**config.mk**
```make
export PLATFORM = sky130hd
export DESIGN_NAME = pipe_ctrl_flat
export DESIGN_NICKNAME = d
export VERILOG_FILES = /design/src/rtl/pipe_ctrl_pkg.sv /design/src/rtl/pipe_ctrl_if.sv /design/src/rtl/pipe_md_cnt.sv /design/src/rtl/pipe_ctrl.sv /design/src/flat_wrapper.sv
export SDC_FILE = /design/constraint.sdc
export NUM_CORES = 1
export LEC_CHECK = 0
export BUFFER_PORTS_ARGS = -buffer_cell sky130_fd_sc_hd__buf_2
export CAP_MARGIN = 25
export CORE_ASPECT_RATIO = 0.8
export CORE_MARGIN = 1
export CORE_UTILIZATION = 50
export CTS_BUF_LIST = sky130_fd_sc_hd__clkbuf_8
export DETAILED_ROUTE_END_ITERATION = 7
export PLACE_DENSITY = 0.89
export SYNTH_ARGS = -nofsm -noshare
export SYNTH_HDL_FRONTEND = slang
export SYNTH_SLANG_ARGS = --single-unit
```
**constraint.sdc**
```tcl
create_clock -name clk -period 2.3 [get_ports clk]
set_input_delay 0.345 -clock clk [delete_from_list [all_inputs] [get_ports clk]]
set_output_delay 0.345 -clock clk [all_outputs]
set_load 0.02 [all_outputs]
```
**src/rtl/pipe_ctrl_pkg.sv**
```systemverilog
// Shared constants and types for the pipeline hazard controller.
// The mult/div busy counter is only built when PIPE_CTRL_MDU_EN is defined.
package pipe_ctrl_pkg;

    localparam logic [1:0] TUSE_NONE = 2'd3;
    localparam logic [3:0] MULT_CYC  = 4'd5;
    localparam logic [3:0] DIV_CYC   = 4'd10;
    localparam int         SLOT_W    = 7;

    typedef struct packed {
        logic [4:0] dst;
        logic [1:0] tnew;
    } sb_slot_t;

    function automatic logic [1:0] tnew_dec(input logic [1:0] tnew);
        return (tnew == 2'd0) ? 2'd0 : tnew - 2'd1;
    endfunction

    // Register 0 never stalls: src must be nonzero, so it can never match a null dst.
    function automatic logic src_hazard(input logic [4:0] src, input logic [1:0] tuse,
                                        input sb_slot_t e, input sb_slot_t m);
        return (src != 5'd0) && (tuse != TUSE_NONE) &&
               (((e.dst == src) && (e.tnew > tuse)) || ((m.dst == src) && (m.tnew > tuse)));
    endfunction

endpackage

```
**src/rtl/pipe_ctrl_if.sv**
```systemverilog
// Decode-stage hazard bus between the pipeline datapath and pipe_ctrl.
interface pipe_ctrl_if;
    logic [4:0] D_rs;
    logic [4:0] D_rt;
    logic [1:0] D_rs_tuse;
    logic [1:0] D_rt_tuse;
    logic [4:0] D_dst;
    logic [1:0] D_tnew;
    logic       D_is_md;
    logic       E_md_start;
    logic       E_md_div;
    logic       Req;
    logic       stall;
    logic       D_WE;
    logic       E_clr;
    logic       md_busy;

    modport master (
        output D_rs, D_rt, D_rs_tuse, D_rt_tuse, D_dst, D_tnew, D_is_md,
               E_md_start, E_md_div, Req,
        input  stall, D_WE, E_clr, md_busy
    );

    modport slave (
        input  D_rs, D_rt, D_rs_tuse, D_rt_tuse, D_dst, D_tnew, D_is_md,
               E_md_start, E_md_div, Req,
        output stall, D_WE, E_clr, md_busy
    );
endinterface

```
**src/rtl/pipe_md_cnt.sv**
```systemverilog
// Mult/div busy counter: loads the unit latency on an issue, then counts down to 0.
module pipe_md_cnt
    import pipe_ctrl_pkg::*;
(
    input  logic clk,
    input  logic rst,
    input  logic start_i,
    input  logic div_i,
    input  logic req_i,
    output logic busy_o
);

    logic [3:0] md_cnt_q, md_cnt_d;
    logic       start_ok;

    // An issue coinciding with a flush is dropped; a running count keeps going.
    assign start_ok = start_i & ~req_i;

    always_comb begin
        md_cnt_d = md_cnt_q;
        if (start_ok)
            md_cnt_d = div_i ? DIV_CYC : MULT_CYC;
        else if (md_cnt_q != 4'd0)
            md_cnt_d = md_cnt_q - 4'd1;
    end

    always_ff @(posedge clk) begin
        if (rst)
            md_cnt_q <= 4'd0;
        else
            md_cnt_q <= md_cnt_d;
    end

    assign busy_o = (md_cnt_q != 4'd0) | start_ok;

endmodule

```
**src/rtl/pipe_ctrl.sv**
```systemverilog
// Decode-stage hazard controller: 2-slot result scoreboard plus optional mult/div busy stall.
// Optional feature macro: PIPE_CTRL_MDU_EN (mult/div busy counter and stall).
module pipe_ctrl
    import pipe_ctrl_pkg::*;
(
    input  logic        clk,
    input  logic        rst,
    pipe_ctrl_if.slave  bus
);

    sb_slot_t slot_e_q, slot_e_d;
    sb_slot_t slot_m_q, slot_m_d;
    logic     hazard;
    logic     md_busy;
    logic     stall;

`ifdef PIPE_CTRL_MDU_EN
    pipe_md_cnt u_md_cnt (
        .clk     (clk),
        .rst     (rst),
        .start_i (bus.E_md_start),
        .div_i   (bus.E_md_div),
        .req_i   (bus.Req),
        .busy_o  (md_busy)
    );
`else
    logic md_inputs_unused;
    assign md_inputs_unused = bus.E_md_start ^ bus.E_md_div;
    assign md_busy = 1'b0;
`endif

    assign hazard = src_hazard(bus.D_rs, bus.D_rs_tuse, slot_e_q, slot_m_q) |
                    src_hazard(bus.D_rt, bus.D_rt_tuse, slot_e_q, slot_m_q);

    assign stall = hazard | (bus.D_is_md & md_busy);

    // Req wins over stall for the slots; a stalled D instruction enters E as a bubble.
    always_comb begin
        slot_e_d = '0;
        if (!bus.Req && !stall)
            slot_e_d = '{dst: bus.D_dst, tnew: bus.D_tnew};
        slot_m_d = '0;
        if (!bus.Req)
            slot_m_d = '{dst: slot_e_q.dst, tnew: tnew_dec(slot_e_q.tnew)};
    end

    always_ff @(posedge clk) begin
        if (rst) begin
            slot_e_q <= '0;
            slot_m_q <= '0;
        end else begin
            slot_e_q <= slot_e_d;
            slot_m_q <= slot_m_d;
        end
    end

    assign bus.stall   = stall;
    assign bus.D_WE    = ~stall;
    assign bus.E_clr   = stall | bus.Req;
    assign bus.md_busy = md_busy;

endmodule

```
**src/flat_wrapper.sv**
```systemverilog
// flat-port wrapper written by rule: the top's interface ports become plain ports
module pipe_ctrl_flat import pipe_ctrl_pkg::*;
  (clk, rst, bus_D_rs, bus_D_rt, bus_D_rs_tuse, bus_D_rt_tuse, bus_D_dst, bus_D_tnew, bus_D_is_md, bus_E_md_start, bus_E_md_div, bus_Req, bus_stall, bus_D_WE, bus_E_clr, bus_md_busy);
  pipe_ctrl_if bus_i ();
  input  logic clk;
  input  logic rst;
  input wire logic [$bits(bus_i.D_rs)-1:0] bus_D_rs;
  input wire logic [$bits(bus_i.D_rt)-1:0] bus_D_rt;
  input wire logic [$bits(bus_i.D_rs_tuse)-1:0] bus_D_rs_tuse;
  input wire logic [$bits(bus_i.D_rt_tuse)-1:0] bus_D_rt_tuse;
  input wire logic [$bits(bus_i.D_dst)-1:0] bus_D_dst;
  input wire logic [$bits(bus_i.D_tnew)-1:0] bus_D_tnew;
  input wire logic [$bits(bus_i.D_is_md)-1:0] bus_D_is_md;
  input wire logic [$bits(bus_i.E_md_start)-1:0] bus_E_md_start;
  input wire logic [$bits(bus_i.E_md_div)-1:0] bus_E_md_div;
  input wire logic [$bits(bus_i.Req)-1:0] bus_Req;
  output wire logic [$bits(bus_i.stall)-1:0] bus_stall;
  output wire logic [$bits(bus_i.D_WE)-1:0] bus_D_WE;
  output wire logic [$bits(bus_i.E_clr)-1:0] bus_E_clr;
  output wire logic [$bits(bus_i.md_busy)-1:0] bus_md_busy;
  assign bus_i.D_rs = bus_D_rs;
  assign bus_i.D_rt = bus_D_rt;
  assign bus_i.D_rs_tuse = bus_D_rs_tuse;
  assign bus_i.D_rt_tuse = bus_D_rt_tuse;
  assign bus_i.D_dst = bus_D_dst;
  assign bus_i.D_tnew = bus_D_tnew;
  assign bus_i.D_is_md = bus_D_is_md;
  assign bus_i.E_md_start = bus_E_md_start;
  assign bus_i.E_md_div = bus_E_md_div;
  assign bus_i.Req = bus_Req;
  assign bus_stall = bus_i.stall;
  assign bus_D_WE = bus_i.D_WE;
  assign bus_E_clr = bus_i.E_clr;
  assign bus_md_busy = bus_i.md_busy;
  pipe_ctrl u_core (.clk(clk), .rst(rst), .bus(bus_i));
endmodule
```
==> summary.txt <==
Run status
  – Status: complete, no violations

Detailed routing
  – Post-route DRC violation count: 0
  – Routed wirelength normalized by instance count: between 10 and 15 um
  – Length of the first detailed-routing pass in iterations: 4
  – Remaining antenna violation count after routing: 0
  – Detailed Route WL: roughly 2100 um
  – Vias per std cell: between 5 and 6
  – Number of DRC markers after the initial detailed-route iteration: 9
  – Vias after detailed routing: 824

Synthesis
  – Commonest cells in the synthesized netlist: 14 x sky130_fd_sc_hd__dfxtp_1, 12 x sky130_fd_sc_hd__nand2_1, 10 x sky130_fd_sc_hd__xnor2_1, 10 x sky130_fd_sc_hd__xor2_1, 9 x sky130_fd_sc_hd__ha_1
  – Proportion of synthesized chip area in sequential cells: 0.313
  – Synthesized cell area: 895 um2
  – Area contributors post-synth: sky130_fd_sc_hd__dfxtp_1 31%, sky130_fd_sc_hd__ha_1 13%, sky130_fd_sc_hd__xnor2_1 9.8%, sky130_fd_sc_hd__xor2_1 9.8%, sky130_fd_sc_hd__nand2_1 5.0%
  – Main synth FF type: sky130_fd_sc_hd__dfxtp_1
  – Synth unique cells: 24
  – Post-synth EDFFs: 0
  – Share of flip-flops with an asynchronous set or reset after synthesis: 0
  – Register bit total from synthesis: 14
  – Average instance area after synthesis: between 8 and 9 um2
  – Post-synthesis cell type with the largest combined area: sky130_fd_sc_hd__dfxtp_1
  – Post-Syn Instances: 103
  – Number of warnings printed during yosys synthesis: 0
  – Count leader, synth: sky130_fd_sc_hd__dfxtp_1
  – Area share of the largest cell type after synthesis: 0.313
  – Post-Syn Nets: 139

Timing
  – Largest clock skew in the final design: around 7 ps
  – Worst-margin pin slew: 623 ps
  – Setup repair after global routing missed its margin: true
  – Worst hold margin: ~300 ps
  – Final hold violation count: 0
  – Worst max-slew margin expressed relative to the limit: 0.583
  – Fmax: roughly 0.44 GHz
  – Tcrit/Tclk final: 0.993
  – Final Max Tran Viols: 0
  – # setup viols final: 0
  – Worst path setup slack after routing: 15.0 ps
  – Final min period: approximately 2300 ps

Floorplanning
  – Core Box Area: 0.00164 mm2
  – Chip height: approximately 40 um
  – Number of ports placed on the die boundary: 31
  – Die width: 49.3 um
  – Num rows: 13
  – Die Footprint: approximately 0.0020 mm2
  – Initial Util: 0.545

Place
  – Worst-case setup slack after placement: -67.5 ps
  – Detail Placement HPWL: ~1700 um
  – Number of input and output port buffers inserted: 26
  – RePlAce Congestion: between 0.9 and 1

Critical path
  – Data arrival time at the worst-slack endpoint: between 1500 and 2000 ps
  – Reg2reg end: u_core.slot_e_q[6]
  – Worst setup path category: reg -> out
  – Worst stage delay on the critical path: 370 ps
  – Worst reg2reg path depth: 9
  – Kind of cell with the highest combined delay on the critical path: simple AND/OR/NAND/NOR gates
  – Endpoint type of the worst setup path: primary output
  – Cell type of the slowest stage on the worst timing path: sky130_fd_sc_hd__or3_1
  – Worst Path Max Fanout: 4
  – FF-to-FF Start: u_core.slot_m_q[0]
  – Number of buffer and inverter instances along the worst setup path: 2
  – Nature of the critical path startpoint: flip-flop
  – Cells along the critical path: inv_1 -> ha_1 -> nand2_1 -> nand4_1 -> nor4_2 -> o221a_2 -> or3_1 -> buf_6
  – Worst Path Required: ~2000 ps
  – Slack of the worst reg-to-reg path: approximately 540 ps

Finish
  – Number of fill cells in the layout: 119
  – Number of nets at the end of the flow: roughly 180
  – Multi-input combinational cell area: 648 um2
  – Area of all sequential standard cells: 283 um2
  – Layout cells sized above 1: 0.384
  – Number of antenna cells inserted: 0
  – Post-synthesis to final-layout area growth: 38.9%

Clock tree
  – Maximum count of clock buffers along a single path: 2
  – Total number of clock tree sinks: 14
  – Number of levels in the clock H-tree: 1
  – Register clock-pin slew on the reported worst setup and hold paths: 50 ps
  – Cell at the root of the clock tree: sky130_fd_sc_hd__clkbuf_8
  – Number of clock buffers inserted by TritonCTS: 3
  – CTS tree: done
  – Insertion delay to the later sink of the worst-skew pair: about 240 ps
  – Hold buffers post-CTS: 0

Global route
  – Grt ovf: 0
  – Number of antenna violations at the first check in global routing: 0
  – Wire length of the first global-routing pass: between 3000 and 4000 um
  – Maximum number of pins on one net before global-route repair: 13
  – Number of global-route vias before repair: approximately 770
  – Total GRT Usage: 0.223

Min path
  – Start point of the worst min-delay path: rst
  – Class of the most critical hold timing path: in -> reg
  – Hold Path Stages: 2
  – Worst hold endpoint: u_core.slot_m_q[1]

Pwr
  – Leakage dissipation: approximately 0.00055 uW
  – Ratio of total power to cell area: 462 mW/mm2
  – Max rail drop VDD: roughly 0.34 mV

Job
  – Max-capacitance violation count: 0
## layout by cell type, fill, tap and decap left out, types with 2 or more instances in the layout
cell / instances
sky130_fd_sc_hd__ha_4: 5
sky130_fd_sc_hd__buf_6: 2
sky130_fd_sc_hd__nor2_1: 2
sky130_fd_sc_hd__xnor2_1: 10
sky130_fd_sc_hd__dfxtp_1: 12
sky130_fd_sc_hd__nor3_1: 8
sky130_fd_sc_hd__dfxtp_2: 2
sky130_fd_sc_hd__buf_2: 24
sky130_fd_sc_hd__nand4_1: 3
sky130_fd_sc_hd__inv_1: 7
sky130_fd_sc_hd__ha_1: 4
sky130_fd_sc_hd__nor4_1: 3
sky130_fd_sc_hd__a21oi_1: 2
sky130_fd_sc_hd__or4_1: 2
sky130_fd_sc_hd__and2_1: 5
sky130_fd_sc_hd__xor2_1: 10
sky130_fd_sc_hd__clkbuf_8: 3
sky130_fd_sc_hd__nand2_1: 12
sky130_fd_sc_hd__buf_4: 9
sky130_fd_sc_hd__a21oi_2: 2
## routing by layer
| metal | share of wire | wire, um | track usage | vias up |
|---|---|---|---|---|
| li1 | - | - | - | 422 |
| met1 | 0.44 | 905 | 0.256 | 369 |
| met2 | 0.50 | 1030 | 0.425 | 31 |
| met3 | 0.051 | 104 | 0.0310 | 2 |
| met4 | 0.0087 | 18 | 0.0956 | 0 |
| met5 | 0 | 0 | 0 | - |
## kinds of logic (layout without fill, tap and decap cells)
kind of cell             count (synthesis)  after routing  share of synthesized area
AND/OR/NAND/NOR                         40             40                      0.234
XOR/XNOR                                20             20                      0.196
flip-flops                              14             14                      0.313
buffers and inverters                   11             46                     0.0587
adder cells (fa/ha/maj)                  9              9                      0.126
AO/OA/AOI/OAI                            8              8                     0.0685
other                                    1              1                    0.00419
## per-stage QoR
stage	utilization	instances	power [uW]	TNS (ps)	cell area [um2]
floorplan	-	103	322	0	895
global placement	0.645	152	360	-41.0	1060
detailed placement	0.645	152	368	-128	1060
CTS	0.727	158	570	0	1190
global route	0.756	160	602	-86.2	1240
finish	0.756	160	574	0	1240
## timing repair
action,CTS,global route
hold endpoints to repair,0,0
buffers inserted,3,2
endpoints found under the setup margin,3,3
pin swaps,6,5
resized for setup,15,4
## how the worst max path moves through the flow
stage,cells past startpoint,slack (ps),to,startpoint
after global routing,8,-50,bus_E_clr,u_core.slot_e_q[0]
final,8,20,bus_E_clr,u_core.slot_m_q[0]
after detailed placement,9,-70,bus_E_clr,bus_D_rt_tuse[1]
after CTS,8,3,bus_E_clr,u_core.slot_e_q[0]
after global placement,9,-20,bus_E_clr,bus_D_rt_tuse[1]
after floorplan,7,110,bus_E_clr,bus_D_rt_tuse[1]
## registers in the layout (all words and copies together) (netlist names)
signal and cells:
u_core.slot_e_q 7, u_core.slot_m_q 7
## cell type report
type                    count  area share
inverters                   8      0.0262
multi-input cells          78       0.522
flip-flops and latches     14       0.228
repair buffers             35       0.169
well taps                  22      0.0222
clock buffers               3      0.0332
## worst register-to-register path: stages, from the launching register on
cell	delay, ps
sky130_fd_sc_hd__dfxtp_1	300
sky130_fd_sc_hd__inv_1	60
sky130_fd_sc_hd__ha_1	280
sky130_fd_sc_hd__nand2_1	60
sky130_fd_sc_hd__nand4_1	100
sky130_fd_sc_hd__nor4_2	50
sky130_fd_sc_hd__o221a_2	330
sky130_fd_sc_hd__buf_4	150
sky130_fd_sc_hd__buf_4	150
sky130_fd_sc_hd__nor3_1	190
## where the power goes
part | total [uW] | switching (uW) | internal (uW)
registers | 260 | 9.16 | 251
clock network | 188 | 73.0 | 115
logic | 126 | 62.4 | 63.5
total | 574 | 145 | 430
Power figures use the tool's default switching activity.
